**config.mk**
```make
export PLATFORM = sky130hd
export DESIGN_NAME = exception_ctrl
export DESIGN_NICKNAME = d
export VERILOG_FILES = /design/src/rtl/exception_ctrl.sv
export SDC_FILE = /design/constraint.sdc
export NUM_CORES = 1
export LEC_CHECK = 0
export BUFFER_PORTS_ARGS = -buffer_cell sky130_fd_sc_hd__buf_2
export CORE_ASPECT_RATIO = 0.75
export CORE_MARGIN = 2
export CORE_UTILIZATION = 39
export DETAILED_ROUTE_END_ITERATION = 8
export PLACE_DENSITY = 0.81
export SLEW_MARGIN = 10
export SYNTH_ARGS = -nofsm -noshare
export SYNTH_HDL_FRONTEND = slang
export SYNTH_SLANG_ARGS = --single-unit
```
**constraint.sdc**
```tcl
create_clock -name clk -period 1.65 [get_ports clk]
set_clock_uncertainty 0.2 [all_clocks]
set_input_delay 0.4125 -clock clk [delete_from_list [all_inputs] [get_ports clk]]
set_output_delay 0.4125 -clock clk [all_outputs]
set_load 0.05 [all_outputs]
```
**src/rtl/exception_ctrl.sv**
```systemverilog
// rtl/exception_ctrl.sv - exception/interrupt sequencing beside the LEGv8 controller
// IRQ synchroniser and pending latch, RUN/HANDLER FSM, ELR/ESR save and PC redirect.
module exception_ctrl #(
   parameter int               N           = 64,
   parameter logic [N-1:0]     VECTOR_ADDR = 64'h00000000000000D8,
   parameter int               CNT_W       = 8
) (
   input  logic             clk,
   input  logic             reset,
   input  logic             IrqRaw,
   input  logic [N-1:0]     PC,
   input  logic             Exc,
   input  logic [3:0]       EStatus,
   input  logic             ERet,
   input  logic             ExtIAck,
   output logic             ExtIRQ,
   output logic             ExcAck,
   output logic             ExcRedirect,
   output logic [N-1:0]     ExcPC,
   output logic [N-1:0]     ELR,
   output logic [3:0]       ESR,
   output logic             InHandler,
   output logic [CNT_W-1:0] ExcCount
);

   typedef enum logic {RUN, HANDLER} state_t;

   state_t           state_q, state_d;
   logic [N-1:0]     elr_q, elr_d;
   logic [3:0]       esr_q, esr_d;
   logic [CNT_W-1:0] cnt_q, cnt_d;
   logic             sync1_q, sync1_d;
   logic             sync2_q, sync2_d;
   logic             sync3_q, sync3_d;
   logic             pending_q, pending_d;
   logic             irq_rise;

   // sync1/sync2 resolve metastability; sync3 holds the previous clean sample
   always_comb begin
      sync1_d   = IrqRaw;
      sync2_d   = sync1_q;
      sync3_d   = sync2_q;
      irq_rise  = sync2_q & ~sync3_q;
      pending_d = irq_rise | (pending_q & ~ExtIAck);
   end

   always_comb begin
      state_d     = state_q;
      elr_d       = elr_q;
      esr_d       = esr_q;
      cnt_d       = cnt_q;
      ExcAck      = 1'b0;
      ExcRedirect = 1'b0;
      ExcPC       = VECTOR_ADDR;
      if (reset) begin
         case (state_q)
            RUN: begin
               if (Exc) begin
                  ExcAck      = 1'b1;
                  ExcRedirect = 1'b1;
                  elr_d       = PC;
                  esr_d       = EStatus;
                  cnt_d       = (cnt_q == {CNT_W{1'b1}}) ? cnt_q : cnt_q + CNT_W'(1);
                  state_d     = HANDLER;
               end
            end
            HANDLER: begin
               // a fault inside the handler only marks the syndrome; the return address is kept
               if (Exc) begin
                  ExcRedirect = 1'b1;
                  esr_d[3]    = 1'b1;
               end else if (ERet) begin
                  ExcRedirect = 1'b1;
                  ExcPC       = elr_q;
                  state_d     = RUN;
               end
            end
            default: state_d = RUN;
         endcase
      end
   end

   always_ff @(posedge clk or negedge reset) begin
      if (!reset) begin
         state_q   <= RUN;
         elr_q     <= '0;
         esr_q     <= '0;
         cnt_q     <= '0;
         sync1_q   <= 1'b0;
         sync2_q   <= 1'b0;
         sync3_q   <= 1'b0;
         pending_q <= 1'b0;
      end else begin
         state_q   <= state_d;
         elr_q     <= elr_d;
         esr_q     <= esr_d;
         cnt_q     <= cnt_d;
         sync1_q   <= sync1_d;
         sync2_q   <= sync2_d;
         sync3_q   <= sync3_d;
         pending_q <= pending_d;
      end
   end

   assign ExtIRQ    = pending_q & (state_q == RUN);
   assign InHandler = (state_q == HANDLER);
   assign ELR       = elr_q;
   assign ESR       = esr_q;
   assign ExcCount  = cnt_q;

endmodule

```
# == Word level (Yosys, flattened, before mapping) ==
# Cells that the tools add are included.
# totals
elab_cells,41
output_inout_bits,144
reg_bits,81
# op_classes
add_sub_neg,1
bitwise_logic,8
n_mux,17
n_eq_ne,3
reduce_logical,3
# op_table
op,n
64-bit 2-to-1 mux,4
1-bit 2-to-1 mux,9
"8-bit by 1-bit adder with 8-bit output, second input constant",1
"8-bit equality test, second input constant",1
1-bit one-hot mux with 2 select lines,3
3-bit AND reduction,2
4-bit 2-to-1 mux,1
"2-bit != test, second input constant",2
1-bit inverter,4
4-bit AND reduction,1
1-bit AND,3
1-bit OR,1

# == Longest topological paths before layout ==
# Gate-level depths: netlist (run 1).
# logic_depth
depth_word,4
mapped_depth,7
depth_no_buf,5

# == Worst setup path after synthesis (run 1) ==
# No wires, ideal clock.
# synth_timing
kind,register to output
startpoint,register state_q (netlist: InHandler)
endpoint,output port ExcPC[0]
t_required_ns,1.037
t_arrival_ns,1.787
path_stages_with_launch,5
slack_ns,-0.750
path_cell_list,dfrtp_1 and4b_1 buf_2 clkbuf_1 and2_1
# synth_between
elab_chain_len,2
# synth_lines
element,line,rtl
start: declaration,28,"state_t state_q, state_d;"
start signal: assignment,94,state_q <= state_d;
64-bit 2-to-1 mux,56,case (state_q)
64-bit 2-to-1 mux,55,if (reset) begin
end: declaration,19,"output logic [N-1:0] ExcPC,"
# Every way passes these cells.

# == Worst setup path after layout (run 1) ==
# Ends and elaborated chain as after synthesis.

==> results_dict.tcl, run 1 <==
set metrics [dict create \
    hold_path_class "in2async" \
    finalCritPeriodShare_pct 132 \
    ys_ff_latch 81 \
    slowest_stage "dfrtp_2" \
    worst_pin_slew_ns 0.520 \
    powerDensity_nw_per_um2 1170 \
    crit_path_end_kind "primary output" \
    final_nets 760 \
    stdcell_count 803 \
    crit_arrival_ns 1.57 \
    cts-root-buf "clkbuf_16" \
    antenna_found_initial 1 \
    status "finished with violations" \
    portBuffers 217 \
    finalHoldViolations 1 \
    crit_path_cell_trace "and4b_4 -> buf_4 -> buf_12 -> and2_2 -> buf_6" \
    worstSetupPathType "reg2out" \
    rows 30 \
    drt_iter0_drc 277 \
    seq_area_sq_um 2040 \
    cts.clk_slew.worst_paths_ns 0.06 \
    dr.pass1.iters 5 \
    area_growth_pct 107 \
    fmax_ghz 0.458 \
    setup_viol 144 \
    dpl_worst_slack_ns -0.472 \
    insertion_delay_ns 0.32 \
    ant_nets 0 \
    dp.final_hpwl_mm 7.56 \
    rsz0062_at_grt "yes" \
    dp.cells 745 \
    final_cell_mix "buf_2, nand2_1, dfrtp_1, buf_8, and2_4" \
    ioPinCount 218 \
    violations "negative hold slack, negative setup slack" \
    ys_seq_area_share_pct 56.8 \
    crit_family "buffers and inverters" \
    drc 0 \
    cp_max_fo 7 \
    slowest_delay_ns 0.41 \
    cts_buffer_depth 2 \
    viasPerCell 5.15 \
    p_sw_share_pct 43.9 \
    power_frac_seq_pct 32.6 \
    grt_pass1_wl_mm 19.0 \
    syn_area_sq_um 3570 \
    worstPathRequired_ns 1.04 \
    wire_per_inst_um 18.9 \
    critical_path_buf_inv_count 3 \
    ir_drop_uv 851 \
    leakagePower_nw 4.02 \
    die_h_um 86.9 \
    power_frac_clock_pct 22.3 \
    finalMaxSlewViolations 0 \
    synth.distinct_cells 31 \
    async_flop_share_pct 100 \
    grt_pass1_vias 3843 \
    core-area_sq_um 8970 \
    grtUsageTotal_pct 24.6 \
    grt_max_degree 42 \
    fp.dieW_um 114 \
    syn_inst 415 \
    synth.avg_cell_area_sq_um 8.60 \
    drive_above_1_share_pct 69.0 \
    cts_tree "yes" \
    final_common_cell "buf_2" \
    ys.flop_type "dfrtp_1" \
    power_frac_comb_pct 45.2 \
    placed_cell_area_sq_um 5110 \
    post-route-util_pct 82.4 \
    grt_overflow_total 0 \
    multiInputGateArea_sq_um 2130 \
    die_area_sq_um 9950 \
    syn_nets 490 \
    finalCriticalPeriod_ns 2.18 \
    cts_made_buffers 9 \
    p_sw_w 0.00381 \
    ys_warn_count 0 \
    initial_core_util_pct 39.8 \
    cts.sinks 81 \
    num_vias 4136 \
    hold_slack_ns -0.00188 \
    final_cell_area_sq_um 7390 \
    relSlewSlack_pct 65.3 \
    place_congestion 0.782 \
    routed_wl_mm 15.2 \
    fill_cells 479 \
    synth_edf_count 0 \
    max_cap_viol_count 0 \
    start_kind "flop" \
    htreeDepth 3 \
    intPower_w 0.00487 \
    finalWorstSetupSlack_ns -0.534 \
]
==> layout make-up <==
type	count	area share, %
timing repair buffer	281	37.5
multi-input combinational	308	28.8
sequential	81	27.6
clock buffer	11	3.15
tap	112	1.90
clock inverter	5	0.762
inverter	4	0.271
antenna	1	0.0338
==> through the flow <==
| step | power [W] | setup TNS (ns) | hold WS (ns) |
|---|---|---|---|
| floorplan | 0.00499 | -19.15 | -0.0831 |
| finish | 0.00868 | -59.25 | -0.00188 |
| detailed placement | 0.00588 | -40.77 | 0.128 |
| global placement | 0.00579 | -36.91 | 0.126 |
| CTS | 0.00820 | -57.76 | 0.00684 |
| global route | 0.00902 | -65.06 | 0.0430 |
==> cells in the mapped netlist, drive strengths merged (2+ instances only) <==
library cell / count / area [sq um]
nand2: 212 / 798
dfrtp: 81 / 2030
and2: 60 / 375
buf: 13 / 67.6
clkbuf: 9 / 33.8
nor2: 6 / 22.5
nand2b: 5 / 31.3
inv: 4 / 15.0
mux2: 4 / 45.0
a21oi: 3 / 15.0
nor3: 3 / 20.0
o21ai: 2 / 13.8
==> worst reg2reg max path, delay by kind of cell, from the launching register on <==
| kind | cells | cell delay, ns |
|---|---|---|
| and+or+nand+nor | 1 | 0.26 |
| muxes | 1 | 0.30 |
| buffers and inverters | 7 | 0.76 |
| DFF | 1 | 0.41 |
| AOI/OAI and AO/OA | 1 | 0.07 |
==> flip-flops by register name, summed over array words and instances, names as in the netlist <==
register	count
sync2_q	1
ESR	4
sync1_q	1
sync3_q	1
ExcCount	8
ELR	64
pending_q	1
InHandler	1
==> routing by layer <==
metal / vias to the layer above / share of wire, % / GRT usage, %
met5: - / 0 / 0
met4: 0 / 3.5 / 7.65
met3: 40 / 7.3 / 6.05
met2: 249 / 53 / 45.2
met1: 2032 / 36 / 28.4
li1: 1815 / - / -
==> power groups by stage <==
stage	Sequential, W	Clock, W	Combinational [W]
2_1_floorplan	0.00422	0	0.000771
3_3_place_gp	0.00277	0	0.00302
3_5_place_dp	0.00280	0	0.00308
4_1_cts	0.00278	0.00196	0.00346
5_1_grt	0.00287	0.00206	0.00409
6_report	0.00283	0.00193	0.00392
==> final timing paths <==
check                                      start                       to  cells after the start  slack [ns]
max                        InHandler$_DFFE_PN0P_                 ExcPC[0]                      5       -0.53
min                                        reset  ExcCount[2]$_DFFE_PN0P_                      2      -0.002
max reg2reg                InHandler$_DFFE_PN0P_  ExcCount[1]$_DFFE_PN0P_                     10       -0.45
min reg2reg                    sync1_q$_DFF_PN0_        sync2_q$_DFF_PN0_                      0        0.16
max in group asynchronous                  reset       ELR[4]$_DFFE_PN0P_                      3        0.76
min in group clk                          PC[29]      ELR[29]$_DFFE_PN0P_                      3        0.08
==> what timing repair did <==
action,CTS,global route
setup buffers,11,21
hold buffers,2,0
setup endpoints to repair,92,152
cloned,8,9
pin swaps,17,83
resized for setup,199,232
hold endpoints to repair,2,0
==> cell families (layout without fill, tap and decap cells) <==
group	count (synthesis)	in the layout	synth area share [%]
AND/OR/NAND/NOR	293	293	36.5
flip-flops	81	81	56.8
buffers and inverters	26	301	3.26
AO/OA/AOI/OAI	8	8	1.37
multiplexers	4	4	1.26
XOR/XNOR	2	2	0.491
adder cells (fa/ha/maj)	1	1	0.350
other	0	1	0
Note: power is estimated with default switching activity, not from simulation.
==> inputs of run 2 (changes only) <==
- clock period: 1.65 -> 1.8 ns (I/O delays scaled with it)
==> run 2 against run 1 <==
The flow finishes with violations (negative setup slack). Combinational power is 25% lower. Global-route usage shrank 2.7 points. Clock power increased by 4%. Worst setup slack better by 0.13 ns. Core utilization down 12 points. Final area fell by 14%. Largest power group unchanged. Non-clock buffer count shrank 36. Register-to-register slack gained 0.28 ns. Final cell count fell by 4.5%. First-iteration DRC count decreased by 40%.
==> results_dict.tcl, run 2 (same netlist as run 1, synthesis figures left out) <==
set metrics [dict create \
    status "finished with violations" \
    violations "negative setup slack" \
    largest_register_ffs 64 \
    leakagePower_nw 3.46 \
    slowest_delay_ns 0.37 \
    cts_made_buffers 9 \
    r2r-start "InHandler$_DFFE_PN0P_" \
    ioPinCount 218 \
    grt_pass1_wl_mm 17.2 \
    cp_max_fo 9 \
    die_h_um 86.9 \
    finalWorstSetupSlack_ns -0.405 \
    finalCritPeriodShare_pct 123 \
    min_from "IrqRaw" \
    finalMaxSlewViolations 0 \
    cts.sinks 81 \
    ir_drop_uv 748 \
    antenna_found_initial 0 \
    intPower_w 0.00430 \
    p_sw_w 0.00318 \
    powerDensity_nw_per_um2 1180 \
    setup_viol 71 \
    portBuffers 217 \
    hold_path_class "in2reg" \
    startpoint "InHandler$_DFFE_PN0P_" \
    relSlewSlack_pct 61.6 \
    rsz0062_at_grt "yes" \
    start_kind "flop" \
    cts_hold_buffers 0 \
    fmax_ghz 0.453 \
    p_sw_share_pct 42.5 \
    slowest_stage "dfrtp_2" \
    ant_nets 0 \
    routed_wl_mm 11.2 \
    fill_cells 629 \
    worst_pin_slew_ns 0.576 \
    final_nets 724 \
    initial_core_util_pct 39.8 \
    die_area_sq_um 9950 \
    grt_overflow_total 0 \
    wire_per_inst_um 14.7 \
    post-route-util_pct 70.7 \
    fp.dieW_um 114 \
    area_growth_pct 77.6 \
    rows 30 \
    power_frac_comb_pct 39.1 \
    drive_above_1_share_pct 53.4 \
    cts.clk_slew.worst_paths_ns 0.06 \
    max_cap_viol_count 0 \
    place_congestion 0.779 \
    grtUsageTotal_pct 21.9 \
    power_w 0.00748 \
    dr.pass1.iters 4 \
    cts_buffer_depth 2 \
    viasPerCell 4.67 \
    power_frac_clock_pct 26.8 \
    grt_max_degree 47 \
    final_common_cell "nand2_1" \
    finalHoldViolations 0 \
    htreeDepth 3 \
    drc 0 \
    power_frac_seq_pct 34.1 \
    grt_pass1_vias 3524 \
    cts-root-buf "clkbuf_16" \
    worstSetupPathType "reg2out" \
    crit_path_end_kind "primary output" \
    finalCriticalPeriod_ns 2.21 \
    cts_tree "yes" \
    dp.final_hpwl_mm 6.99 \
    crit_path_cell_trace "and4b_4 -> buf_12 -> buf_16 -> and2_4 -> buf_8" \
    insertion_delay_ns 0.32 \
    final_cell_mix "nand2_1, buf_2, dfrtp_1, buf_8, and2_4" \
    worstPathRequired_ns 1.15 \
    crit_arrival_ns 1.56 \
    num_vias 3585 \
    drt_iter0_drc 165 \
    core-area_sq_um 8970 \
]
-- run 2: final timing paths --
check,end,slack (ns),depth (start not counted)
worst max-delay path,ExcPC[24],-0.41,5
worst min-delay path,sync1_q$_DFF_PN0_,0.03,1
worst max register to register,ExcCount[7]$_DFFE_PN0P_,-0.17,5
worst min register to register,sync2_q$_DFF_PN0_,0.15,0
max in group asynchronous,ExcCount[2]$_DFFE_PN0P_,0.93,2
min in group asynchronous,sync3_q$_DFF_PN0_,0.05,2
-- run 2: area by class of cell --
cell class	instances	area [sq um]	share of cell area [%]
clock buffer	11	253	3.99
multi-input combinational	308	1670	26.3
tap	112	140	2.21
sequential	81	2030	32.1
clock inverter	5	86.3	1.36
timing repair buffer	245	2140	33.8
antenna	1	2.50	0.0395
inverter	4	17.5	0.276
-- run 2: worst max-delay path, delay by kind of cell, from the launching register on --
family,cells,cell delay [ns]
simple gates,2,0.45
buf+inv,3,0.41
flops,1,0.37
-- run 2: per-layer routing --
| metal | vias to the layer above | GRT usage [%] | wire length [um] |
|---|---|---|---|
| met5 | - | 0 | 0 |
| met4 | 0 | 5.99 | 96 |
| met3 | 10 | 5.98 | 763 |
| met2 | 133 | 39.4 | 6040 |
| met1 | 1715 | 26.0 | 4340 |
| li1 | 1727 | - | - |
-- run 2: power groups by stage --
stage | registers, W | logic (W) | clock network [W]
after global placement | 0.00254 | 0.00267 | 0
after CTS | 0.00254 | 0.00287 | 0.00206
after global routing | 0.00261 | 0.00307 | 0.00215
after floorplan | 0.00385 | 0.000668 | 0
after detailed placement | 0.00256 | 0.00272 | 0
final | 0.00255 | 0.00293 | 0.00200
-- run 2: what timing repair did --
action / in CTS / in global routing
pin swaps: 36 / 18
cloned: 2 / 2
setup endpoints to repair: 69 / 143
setup buffers: 5 / 4
hold endpoints to repair: 0 / 0
gates resized for setup: 213 / 18
-- run 2: through the flow --
step           area (sq um)  setup TNS (ns)  cells  setup slack [ns]  hold WS (ns)
6_report               6340          -23.25    767            -0.405        0.0267
5_1_grt                6340          -26.90    766            -0.453        0.0122
4_1_cts                6210          -23.58    763            -0.408        0.0125
3_5_place_dp           5050          -25.52    740            -0.387         0.136
3_3_place_gp           5050          -22.99    740            -0.351         0.134
2_1_floorplan          3800          -11.63    415            -0.227       -0.0456
